$ cat src/rtl/bcd7seg_scan.sv
// Three-digit common-anode seven-segment scanner. Each frame latches a new shadow copy of the BCD digits.
// Optional build macro LEADING_ZERO_BLANK_EN turns off leading-zero digits.
module bcd7seg_scan #(
  parameter int REFRESH_DIV  = 50000,
  parameter int BLANK_CYCLES = 4,
  parameter int DP_DIGIT     = 3
) (
  input  logic       clk,
  input  logic       rst,
  input  logic [3:0] d2,
  input  logic [3:0] d1,
  input  logic [3:0] d0,
  input  logic       blank,
  output logic [2:0] an,
  output logic [6:0] seg,
  output logic       dp
);

  localparam int PW = $clog2(REFRESH_DIV);
  localparam logic [PW-1:0] PRE_MAX   = PW'(REFRESH_DIV - 1);
  localparam logic [PW-1:0] PRE_GUARD = PW'(BLANK_CYCLES);

  logic [PW-1:0] pre;
  logic [1:0]    idx;
  logic [3:0]    sh2, sh1, sh0;
  logic [3:0]    cur;
  logic          wrap;
  logic          suppress;
  logic          en;

  function automatic logic [6:0] decode(input logic [3:0] bcd);
    case (bcd)
      4'd0:    decode = 7'h40;
      4'd1:    decode = 7'h79;
      4'd2:    decode = 7'h24;
      4'd3:    decode = 7'h30;
      4'd4:    decode = 7'h19;
      4'd5:    decode = 7'h12;
      4'd6:    decode = 7'h02;
      4'd7:    decode = 7'h78;
      4'd8:    decode = 7'h00;
      4'd9:    decode = 7'h10;
      default: decode = 7'h3F;
    endcase
  endfunction

  assign wrap = (pre == PRE_MAX);

  always_comb begin
    case (idx)
      2'd0:    cur = sh0;
      2'd1:    cur = sh1;
      default: cur = sh2;
    endcase
  end

`ifdef LEADING_ZERO_BLANK_EN
  // A lit decimal point pins its own digit and every digit below it on.
  always_comb begin
    suppress = 1'b0;
    if (idx == 2'd2)
      suppress = (sh2 == 4'd0);
    else if (idx == 2'd1)
      suppress = (sh2 == 4'd0) && (sh1 == 4'd0);
    if (DP_DIGIT <= 2 && int'(idx) <= DP_DIGIT)
      suppress = 1'b0;
  end
`else
  assign suppress = 1'b0;
`endif

  assign en = (pre >= PRE_GUARD) && !blank && !suppress;

  // Scan state, frame capture and registered outputs (one cycle behind idx/pre)
  always_ff @(posedge clk or posedge rst) begin
    if (rst) begin
      pre <= '0;
      idx <= 2'd0;
      sh2 <= 4'd0;
      sh1 <= 4'd0;
      sh0 <= 4'd0;
      an  <= 3'b111;
      seg <= 7'h7F;
      dp  <= 1'b1;
    end else begin
      pre <= wrap ? '0 : pre + PW'(1);
      if (wrap)
        idx <= (idx == 2'd2) ? 2'd0 : idx + 2'd1;
      if (wrap && idx == 2'd2) begin
        sh2 <= d2;
        sh1 <= d1;
        sh0 <= d0;
      end
      an  <= en ? ~(3'b001 << idx) : 3'b111;
      seg <= decode(cur);
      dp  <= ~(en && int'(idx) == DP_DIGIT);
    end
  end

endmodule

$ cat config.mk
export PLATFORM = sky130hd
export DESIGN_NAME = bcd7seg_scan
export DESIGN_NICKNAME = d
export VERILOG_FILES = /design/src/rtl/bcd7seg_scan.sv
export SDC_FILE = /design/constraint.sdc
export NUM_CORES = 1
export LEC_CHECK = 0
export CAP_MARGIN = 20
export CORE_MARGIN = 4
export CORE_UTILIZATION = 30
export CTS_CLUSTER_SIZE = 8
export DETAILED_ROUTE_END_ITERATION = 12
export PLACE_DENSITY = 0.62
export SLEW_MARGIN = 20
export SYNTH_ARGS = -nofsm -noshare
export SYNTH_HDL_FRONTEND = slang
export SYNTH_SLANG_ARGS = --single-unit
$ cat constraint.sdc
create_clock -name clk -period 1.8 [get_ports clk]
set_input_delay 0.36 -clock clk [delete_from_list [all_inputs] [get_ports clk]]
set_output_delay 0.36 -clock clk [all_outputs]
set_load 0.02 [all_outputs]
==> results by group, run 1 <==
Status
  • Status: finished, violations left
  • Violated checks: negative setup slack

Yosys
  • Xor-xnor portion of the synthesized cell area: about 5.9%
  • Post-synth EDFFs: 0
  • Area of the mapped netlist: 0.00193 mm2
  • Multiplexer share of the synthesized area: 12.1%
  • Syn_nets: 186
  • #FFs+latches synth: 41
  • Compound-cell area share of the yosys netlist: 5.71%
  • Sequential fraction of the synthesis area: a little over half
  • Synth area leaders: dfrtp_1, dfstp_2, mux2_4, ha_1, xnor2_1
  • Largest family of logic cells by synthesized area: simple AND/OR/NAND/NOR gates
  • Synth Warn #: 0
  • Adder-cell area share of the yosys netlist: under 10%
  • Leading register cell type out of synthesis: dfrtp_1
  • Mean post-synth cell area: 11.6 um2
  • Distinct cells, synth: 36
  • Cell count after synthesis: ~170
  • Synth Area in Simple Gates: ~16%
  • Share of the synthesized area in the top cell type: around two fifths
  • Cell taking the most area after synthesis: dfrtp_1
  • Synth async-reset ratio: between 90% and 100%

Routing
  • Drt drc: 0
  • Final ANT Viol Nets: 0
  • Top layer in use: met4
  • DR pass1 iterations: 4
  • DR iter-0 viols: just under 50
  • Vias per inst: 4.61
  • Vias: roughly 1300
  • M1 WL: ~1700 um
  • Met3 WL post-DR: between 150 and 200 um
  • Routed len/inst: roughly 13 um
  • Post-Route WL: about 3600 um
  • Met2 wire len: roughly 1600 um

Power and ir drop
  • Static Leakage: approximately 1.1 nW
  • Power Density: 729 mW/mm2
  • VDD IR max: 0.261 mV
  • Total power: ~0.0018 W

STA
  • RSZ-0062 raised after global routing: true
  • Clk_skew: about 5.0 ps
  • Fin Hold WS: 428 ps
  • FMAX: 551 MHz
  • Max-slew violations: 0
  • Setup_tns: -113 ps
  • Worst Max-Slew Pin Slew: 416 ps
  • # setup viols final: 11
  • Slack of the critical path: -14.3 ps
  • Max transition margin: approximately 72%
  • Fin. Hold Viols: 0
  • Fin crit share: 101%
  • Period minus WS final: approximately 1800 ps

Layout
  • Fraction of layout cells with a size suffix above 1: roughly 25%
  • Cell Count, Final, Fillers Out: 287
  • Sequential cell area: 0.00104 mm2
  • Diodes inserted: 0
  • Layout area overhead: 31.5%
  • # fillers: about 600
  • Commonest non-fill, non-tap cell in the layout: dfrtp_1
  • Most frequent cells in the layout: dfrtp_1, clkdlybuf4s50_1, nand2_1, buf_4, nor2_1
  • Nets@finish: about 230
  • Footprint of the multi-input gates: 846 um2

Worst setup path
  • Crit Path Class: reg -> reg
  • Endpoint class of the critical path: flop
  • Crit start category: flop
  • Crit path cell chain: or4_4 > nor4_4 > buf_4 > and2_4 > mux2_4
  • Critical path arrival: roughly 2000 ps
  • Critical Path Slowest Stage Cell: or4_4
  • Crit Path Max Fanout: 3
  • CP peak stage delay: approximately 550 ps
  • Critical path required time: around 2000 ps
  • Worst R2R Path Depth: 5

Placed design
  • DPL Wire Length: between 2000 and 3000 um
  • Placed cell count: 278
  • Placement Setup Slack: -33.4 ps
  • GP Congestion: ~0.84
  • Port buffer count: 25

Job
  • Maxcap violations: 0

Clock network
  • Hold buffer count at cts: 0
  • CTS Buffer Depth: 2
  • CTS tree: done
  • Clock sinks: between 40 and 50
  • H-tree depth: 2
  • Clock slew at reported path FFs: roughly 80 ps
  • Worst-skew pair later-pin latency: slightly below 300 ps
  • CTS Buf Count: 5
  • Root Buffer: clkbuf_8

Die
  • Die ar.: about 0.0078 mm2
  • Die height: 88.2 um
  • Num rows: 28
  • Boundary pin count: 26
  • Chip Width: a little under 90 um
  • Starting density of the core: 31.8%
  • Core footprint: slightly above 0.006 mm2

Global route
  • Gr ovfl total: 0
  • GRT Overall Usage: around a tenth
  • Initial antenna violation count: 0
  • Vias in the first global route: ~1400
  • First-pass GRT wire length: 6340 um
  • Largest net degree at the start of global routing: 42

Hold path
  • Hold crit path type: in -> async
flip-flops by register name, summed over array words and instances (netlist names):
signal,flops
sh2,4
dp,1
pre,16
sh1,4
seg,7
sh0,4
an,3
idx,2
layer usage:
| layer | GRT usage [%] | up-vias |
|---|---|---|
| met1 | 13.8 | 621 |
| met3 | 3.10 | 7 |
| met5 | 0 | - |
| met4 | 5.91 | 0 |
| met2 | 16.0 | 29 |
| li1 | - | 667 |
area by class of cell:
class / instances / share of cell area, %
well taps: 75 / 3.70
flip-flops and latches: 41 / 41.0
clock buffers: 6 / 2.86
repair buffers: 42 / 16.5
clock inverters: 2 / 1.33
multi-input cells: 113 / 33.3
inverters: 8 / 1.18
critical path: cells and delay by family, from the launching register on:
family,cells,cell delay (ps)
multiplexers,1,290
AND/OR/NAND/NOR,3,870
flip-flops,1,380
buffers and inverters,1,160
stage by stage:
| step | utilization [%] | cell area, um2 |
|---|---|---|
| after floorplan | - | 1930 |
| after global placement | 39.5 | 2390 |
| after detailed placement | 39.5 | 2390 |
| after CTS | 41.4 | 2510 |
| after global routing | 41.8 | 2540 |
| final | 41.8 | 2540 |
where the power goes:
part | internal (W) | switching [W] | leakage, nW
Combinational | 0.0000887 | 0.0000746 | 0.577
Clock | 0.000409 | 0.000307 | 0.0528
Sequential | 0.000958 | 0.0000105 | 0.491
path summary, 6_finish.rpt:
check / from / to / slack [ps]
max: pre[10] / idx[0] / -10
min reg2reg: pre[0] / pre[0] / 480
max in group asynchronous: rst / an[2] / 1120
min in group clk: pre[0] / pre[0] / 480
max reg2reg: pre[10] / idx[0] / -10
min: rst / sh1[2] / 430
cells by family (layout without fill, tap and decap cells):
| group | after synthesis | after routing |
|---|---|---|
| buffers and inverters | 12 | 58 |
| and+or+nand+nor | 59 | 59 |
| muxes | 18 | 18 |
| xor gates and xnor gates | 13 | 13 |
| adders and majority gates | 5 | 5 |
| DFF | 41 | 41 |
| AOI/OAI and AO/OA | 18 | 18 |
synthesized netlist by cell type, types with 3 or more instances:
library cell / count
xor2_1: 6
a21oi_1: 4
nand3_1: 10
nor2_1: 12
xnor2_1: 7
and3_1: 3
nor4_1: 3
mux2_4: 10
nand2_1: 14
inv_1: 8
nor3_1: 5
ha_1: 5
mux2i_1: 5
mux2_2: 3
dfstp_2: 11
o21ai_0: 5
dfrtp_1: 30
repair_timing:
item,4_1_cts,5_1_grt
pin swaps,0,2
buffers inserted,0,1
gates resized for setup,3,8
setup endpoints to repair,14,24
No activity file was read; power rests on OpenSTA's default activity.
==> inputs of run 2 (changes only) <==
--- a/config.mk
+++ b/config.mk
@@ -8,9 +8,10 @@
 export CAP_MARGIN = 20
 export CORE_MARGIN = 4
 export CORE_UTILIZATION = 30
+export CTS_BUF_LIST = sky130_fd_sc_hd__clkbuf_8 sky130_fd_sc_hd__clkbuf_16
 export CTS_CLUSTER_SIZE = 8
 export DETAILED_ROUTE_END_ITERATION = 12
-export PLACE_DENSITY = 0.62
+export PLACE_DENSITY = 0.6
 export SLEW_MARGIN = 20
 export SYNTH_ARGS = -nofsm -noshare
 export SYNTH_HDL_FRONTEND = slang
==> constraint.sdc (replaced) <==
create_clock -name clk -period 2 [get_ports clk]
set_input_delay 0.4 -clock clk [delete_from_list [all_inputs] [get_ports clk]]
set_output_delay 0.4 -clock clk [all_outputs]
set_load 0.02 [all_outputs]
==> run 2 against run 1 <==
Effect of this change:
- the run now ends clean
- via count down 2.4%
- sequential share of layout area up 1.7 points
- worst hold slack better by 45 ps
- clock skew up 1.2 ps
- clock-buffer cell count unchanged
- sequential cell count unchanged
- design area down 4.2%
- largest cell class unchanged
- total power down 13%
- sequential power down 10%
- critical endpoint unchanged
- register-to-register slack better by 150 ps
- critical path depth unchanged
- cell count down 2.8%
==> results by group, run 2 (same netlist as run 1, synthesis figures left out) <==
Worst setup path
  • Reg2Reg Setup Slack: 140 ps (+150 ps)
  • Crit start category: flop
  • Critical path required time: 2190 ps (+210 ps)
  • R2r startpoint: pre[10]
  • Critical path arrival: 2050 ps (+60 ps)
  • Crit Path Max Fanout: 3 (unchanged)
  • Critical path startpoint: pre[10]
  • Crit Path Class: reg -> reg
  • Endpoint class of the critical path: flop

Routing
  • Drt drc: 0 (unchanged)
  • Post-Route WL: 3510 um (-2.8%)
  • Vias: 1292 (-2.4%)
  • Vias per inst: 4.63 (+0.38%)
  • Routed len/inst: 12.6 um (about the same)
  • Final ANT Viol Nets: 0 (unchanged)
  • DR iter-0 viols: 62 (+27%)
  • DR pass1 iterations: 5 (+1)

Power and ir drop
  • Static Leakage: 1.04 nW (-6.8%)
  • Power Density: 661 mW/mm2 (-9.4%)
  • VDD IR max: 0.265 mV (+1.6%)
  • Total power: 0.00161 W (-13%)

STA
  • Fin. Hold Viols: 0 (unchanged)
  • FMAX: 536 MHz (-2.7%)
  • # setup viols final: 0 (-11)
  • Period minus WS final: 1860 ps (+50.6 ps)
  • Max-slew violations: 0 (unchanged)
  • RSZ-0062 raised after global routing: false
  • Clk_skew: 6.20 ps (+1.19 ps)
  • Setup_tns: 0 ps (+113 ps)
  • Worst Max-Slew Pin Slew: 501 ps (+85.5 ps)
  • Fin crit share: 93.2% (-7.5 points)
  • Max transition margin: 66.6% (-5.7 points)

Global route
  • Largest net degree at the start of global routing: 42 (unchanged)
  • GRT Overall Usage: 10.5% (-0.17 points)
  • Vias in the first global route: 1276 (-6.9%)
  • Gr ovfl total: 0 (unchanged)
  • Initial antenna violation count: 0 (unchanged)
  • First-pass GRT wire length: 6110 um (-3.7%)

Clock network
  • Post-CTS Setup Inserts: 0 (unchanged)
  • Worst-skew pair later-pin latency: 290 ps (about the same)
  • CTS Buf Count: 5 (unchanged)
  • Post-CTS sizing: 0 (-3)
  • Root Buffer: clkbuf_8
  • Clock slew at reported path FFs: 80 ps (about the same)
  • Clock sinks: 41 (unchanged)
  • CTS Buffer Depth: 2 (unchanged)
  • CTS tree: done
  • H-tree depth: 2 (unchanged)
  • Hold buffer count at cts: 0 (unchanged)

Layout
  • Nets@finish: 223 (-3.5%)
  • Largest registers: pre x16, seg x7
  • # fillers: 585 (-2.2%)
  • Number of flip-flops in the largest register: 16 (unchanged)
  • Most flop-heavy register: pre
  • Commonest non-fill, non-tap cell in the layout: dfrtp_1
  • Sequential cell area: 0.00104 mm2 (-0.12%)
  • Diodes inserted: 0 (unchanged)
  • Most frequent cells in the layout: dfrtp_1, clkdlybuf4s50_1, nand2_1
  • Fraction of layout cells with a size suffix above 1: 21.6% (-3.9 points)
  • Layout area overhead: 26.0%
  • Cell Count, Final, Fillers Out: 279 (-2.8%)
  • Footprint of the multi-input gates: 833 um2 (-1.5%)

Placed design
  • Placed cell count: 271 (-2.5%)
  • DPL Wire Length: 2590 um (-0.92%)
  • GP Congestion: 0.778 (-7.5%)
  • Port buffer count: 25 (unchanged)

Hold path
  • Hold crit path type: reg -> reg
  • Worst Hold Launch: pre[0]

Job
  • Maxcap violations: 0 (unchanged)

Die
  • Boundary pin count: 26 (unchanged)
  • Starting density of the core: 31.8% (unchanged)
  • Chip Width: 88.2 um (unchanged)
  • Num rows: 28 (unchanged)
  • Die height: 88.2 um (unchanged)
  • Die ar.: 0.00777 mm2 (unchanged)
  • Core footprint: 0.00606 mm2 (unchanged)

Status
  • Status: finished clean
run 2: final timing paths:
kind                            to  cells past startpoint
max reg2reg                 idx[0]                      5
max in group asynchronous   seg[6]                      3
max                         idx[0]                      5
min                         pre[0]                      1
min reg2reg                 pre[0]                      1
min in group asynchronous  pre[15]                      3
run 2: power by group:
group,switching (W),leakage (nW),total [W],internal (W)
clock,0.000278,0.0575,0.000593,0.000315
sequential,0.00000993,0.493,0.000872,0.000862
combinational,0.0000655,0.495,0.000140,0.0000742
total,0.000354,1.04,0.00161,0.00125
run 2: critical path, cell delays in order (launching register included):
cell	delay (ps)
dfrtp_1	400
or4_4	550
nor4_4	180
buf_4	160
and2_1	140
mux2_2	330
run 2: metrics by stage:
| stage | hold WS, ps | setup slack, ps | util [%] | area, um2 |
|---|---|---|---|---|
| after floorplan | 447 | 156 | - | 1930 |
| after global placement | 472 | 173 | 38.4 | 2330 |
| after detailed placement | 472 | 132 | 38.4 | 2330 |
| after CTS | 482 | 131 | 40.1 | 2430 |
| after global routing | 509 | 34.7 | 40.1 | 2430 |
| final | 472 | 135 | 40.1 | 2430 |
run 2: metal layers:
| layer | GRT usage, % | wire (um) | vias to the layer above |
|---|---|---|---|
| met4 | 5.36 | 92 | 0 |
| met3 | 3.39 | 212 | 6 |
| met2 | 14.8 | 1550 | 32 |
| met1 | 14.4 | 1650 | 610 |
| met5 | 0 | 0 | - |
| li1 | - | - | 644 |
run 2: cell type report:
cell class                 instances  area share, %
inverter                           8           1.24
clock inverter                     2          0.360
tap                               75           3.86
clock buffer                       6           3.86
sequential                        41           42.8
timing repair buffer              34           13.6
multi-input combinational        113           34.3
==> inputs of run 3 (changes only) <==
==> constraint.sdc (replaced) <==
create_clock -name clk -period 1.8 [get_ports clk]
set_input_delay 0.36 -clock clk [delete_from_list [all_inputs] [get_ports clk]]
set_output_delay 0.36 -clock clk [all_outputs]
set_load 0.02 [all_outputs]
==> run 3 against run 2 <==
Effect of this change:
- the flow now finishes with violations (negative setup slack)
- sequential cell count is the same
- critical path type unchanged
- die area is the same
- largest power group unchanged
- fmax grew 1.8%
- register-to-register slack lost 170 ps
- design area grew 2.8%
- combinational power grew 16%
- highest routed layer unchanged
- first-iteration DRC count shrank 3.2%
- sequential share of layout area shrank 1.2 points
- setup slack lost 170 ps
- via count grew 2.3%
- critical path depth is the same
- core utilization grew 1.1 points
==> results by group, run 3 (same netlist as run 1, synthesis figures left out) <==
STA
  • Period minus WS final: 1830 ps (-32.7 ps)
  • Clk_skew: 8.86 ps (+2.66 ps)
  • Max-slew violations: 0 (unchanged)
  • Max transition margin: 71.4% (+4.8 points)
  • Fin Hold WS: 431 ps (-41.1 ps)
  • Slack of the critical path: -32.3 ps (-167 ps)
  • Fin crit share: 102% (+8.5 points)
  • Worst Max-Slew Pin Slew: 429 ps (-72.4 ps)
  • Fin. Hold Viols: 0 (unchanged)
  • # setup viols final: 11 (+11)
  • FMAX: 546 MHz (+1.8%)
  • RSZ-0062 raised after global routing: true

Clock network
  • Hold buffer count at cts: 0 (unchanged)
  • Clock slew at reported path FFs: 70 ps (about the same)
  • CTS Buffer Depth: 2 (unchanged)
  • Worst-skew pair later-pin latency: 290 ps (about the same)
  • CTS Buf Count: 5 (unchanged)
  • H-tree depth: 2 (unchanged)
  • CTS tree: done
  • Clock sinks: 41 (unchanged)
  • Root Buffer: clkbuf_8

Die
  • Chip Width: 88.2 um (unchanged)
  • Num rows: 28 (unchanged)
  • Die height: 88.2 um (unchanged)
  • Die ar.: 0.00777 mm2 (unchanged)
  • Boundary pin count: 26 (unchanged)
  • Core footprint: 0.00606 mm2 (unchanged)
  • Starting density of the core: 31.8% (unchanged)

Layout
  • Most flop-heavy register: pre
  • Layout area overhead: 29.5%
  • Fraction of layout cells with a size suffix above 1: 24.5% (+3.0 points)
  • Nets@finish: 231 (+3.6%)
  • Cell Count, Final, Fillers Out: 287 (+2.9%)
  • Largest registers: pre x16, seg x7
  • Number of flip-flops in the largest register: 16 (unchanged)
  • Commonest non-fill, non-tap cell in the layout: dfrtp_1
  • Diodes inserted: 0 (unchanged)
  • Most frequent cells in the layout: dfrtp_1, clkdlybuf4s50_1, nand2_1, buf_4, nor2_1

Worst setup path
  • CP peak stage delay: 540 ps (about the same)
  • Top delay family on crit path: simple AND/OR/NAND/NOR gates
  • Crit Path Max Fanout: 3 (unchanged)
  • Endpoint class of the critical path: flop
  • Critical path arrival: 2000 ps (-50 ps)
  • Crit start category: flop
  • Crit path cell chain: or4_4 > nor4_4 > buf_4 > and2_4 > mux2_4
  • Crit Path Class: reg -> reg
  • Critical path required time: 1970 ps (-220 ps)
  • Buf+Inv Stages, Crit Path: 1 (unchanged)
  • R2r startpoint: pre[10]
  • Critical path startpoint: pre[10]
  • Critical Path Slowest Stage Cell: or4_4

Routing
  • Post-Route WL: 3570 um (+1.7%)
  • Vias per inst: 4.61 (-0.53%)
  • DR iter-0 viols: 60 (-3.2%)
  • Routed len/inst: 12.4 um (-1.1%)
  • Final ANT Viol Nets: 0 (unchanged)
  • Vias: 1322 (+2.3%)
  • Drt drc: 0 (unchanged)
  • DR pass1 iterations: 4 (-1)

Global route
  • Initial antenna violation count: 0 (unchanged)
  • Vias in the first global route: 1329 (+4.2%)
  • GRT Overall Usage: 10.4% (-0.13 points)
  • Largest net degree at the start of global routing: 42 (unchanged)
  • First-pass GRT wire length: 6160 um (+0.90%)
  • Gr ovfl total: 0 (unchanged)

Power and ir drop
  • Net Sw Power: 0.000370 W (+4.7%)
  • Switching portion of total power: 22.1% (+0.025 points)
  • Sequential share of power: 57.8% (+3.4 points)
  • Static Leakage: 1.10 nW (+5.6%)
  • VDD IR max: 0.363 mV (+37%)
  • Cell Int Power: 0.00131 W (+4.5%)
  • Power Density: 672 mW/mm2 (+1.7%)
  • Comb pwr share: 9.7% (+1.0 points)
  • Clock network power share: 32.5% (-4.4 points)

Job
  • Maxcap violations: 0 (unchanged)

Status
  • Status: finished, violations left
  • Violated checks: negative setup slack

Placed design
  • Port buffer count: 25 (unchanged)
  • Placed cell count: 278 (+2.6%)
  • DPL Wire Length: 2690 um (+4.0%)
  • GP Congestion: 0.782 (+0.50%)

Hold path
  • Hold crit path type: in -> async
-- run 3: changes by cell type in the layout (fill, tap and decap cells not counted) --
cell / previous run / this run
and2_1: 2 / 1
and2_4: 0 / 1
buf_12: 1 / 2
buf_4: 8 / 14
buf_8: 0 / 1
clkbuf_16: 1 / 0
clkdlybuf4s50_1: 25 / 24
dlymetal6s2s_1: 0 / 1
inv_1: 9 / 10
mux2_2: 3 / 2
mux2_4: 10 / 11
o21ai_0: 5 / 3
o21ai_1: 1 / 3
-- run 3: per-layer routing --
metal | global-route usage, % | wire length [um] | vias to the layer above
met1 | 13.3 | 1670 | 627
li1 | - | - | 663
met4 | 5.63 | 63 | 0
met3 | 2.92 | 152 | 4
met2 | 15.8 | 1690 | 28
met5 | 0 | 0 | -
-- run 3: final cells by class --
class	count	area, um2
Sequential cell	41	1040
Clock inverter	3	12.5
Inverter	8	30.0
Tap cell	75	93.8
Multi-Input combinational cell	113	840
Clock buffer	5	68.8
Fill cell	608	3560
Timing Repair Buffer	42	413
-- run 3: worst paths after layout --
check / end / slack, ps / cells past startpoint
hold reg to reg: pre[0] / 480 / 1
setup / recovery: idx[0] / -30 / 5
setup reg to reg: idx[0] / -30 / 5
min in group clk: pre[0] / 480 / 1
hold / removal: pre[4] / 430 / 3
max in group asynchronous: seg[4] / 1120 / 3
-- run 3: tightest hold or removal path: cells and delay by family --
kind / cells / cell delay [ps]
buffers and inverters: 3 / 720
-- run 3: power by group through the flow --
stage                     sequential [W]  clock, W  combinational, W
after floorplan                  0.00100         0         0.0000627
after global placement          0.000986         0          0.000164
after detailed placement        0.000987         0          0.000166
after CTS                       0.000970  0.000582          0.000167
after global routing            0.000973  0.000625          0.000180
final                           0.000969  0.000546          0.000163
-- run 3: stage by stage --
| step | worst slack (ps) | utilization (%) | cell area, um2 | total power (W) | TNS, ps |
|---|---|---|---|---|---|
| floorplan | -44.4 | - | 1930 | 0.00107 | -444 |
| global placement | -9.87 | 39.5 | 2390 | 0.00115 | -9.87 |
| detailed placement | -59.8 | 39.5 | 2390 | 0.00115 | -422 |
| CTS | -48.5 | 41.0 | 2480 | 0.00172 | -471 |
| global route | -81.3 | 41.2 | 2500 | 0.00178 | -931 |
| finish | -32.3 | 41.2 | 2500 | 0.00168 | -219 |
-- run 3: what timing repair did --
action                     CTS  global route
gates resized for setup      3             4
setup endpoints to repair   15            21
setup buffers                0             1
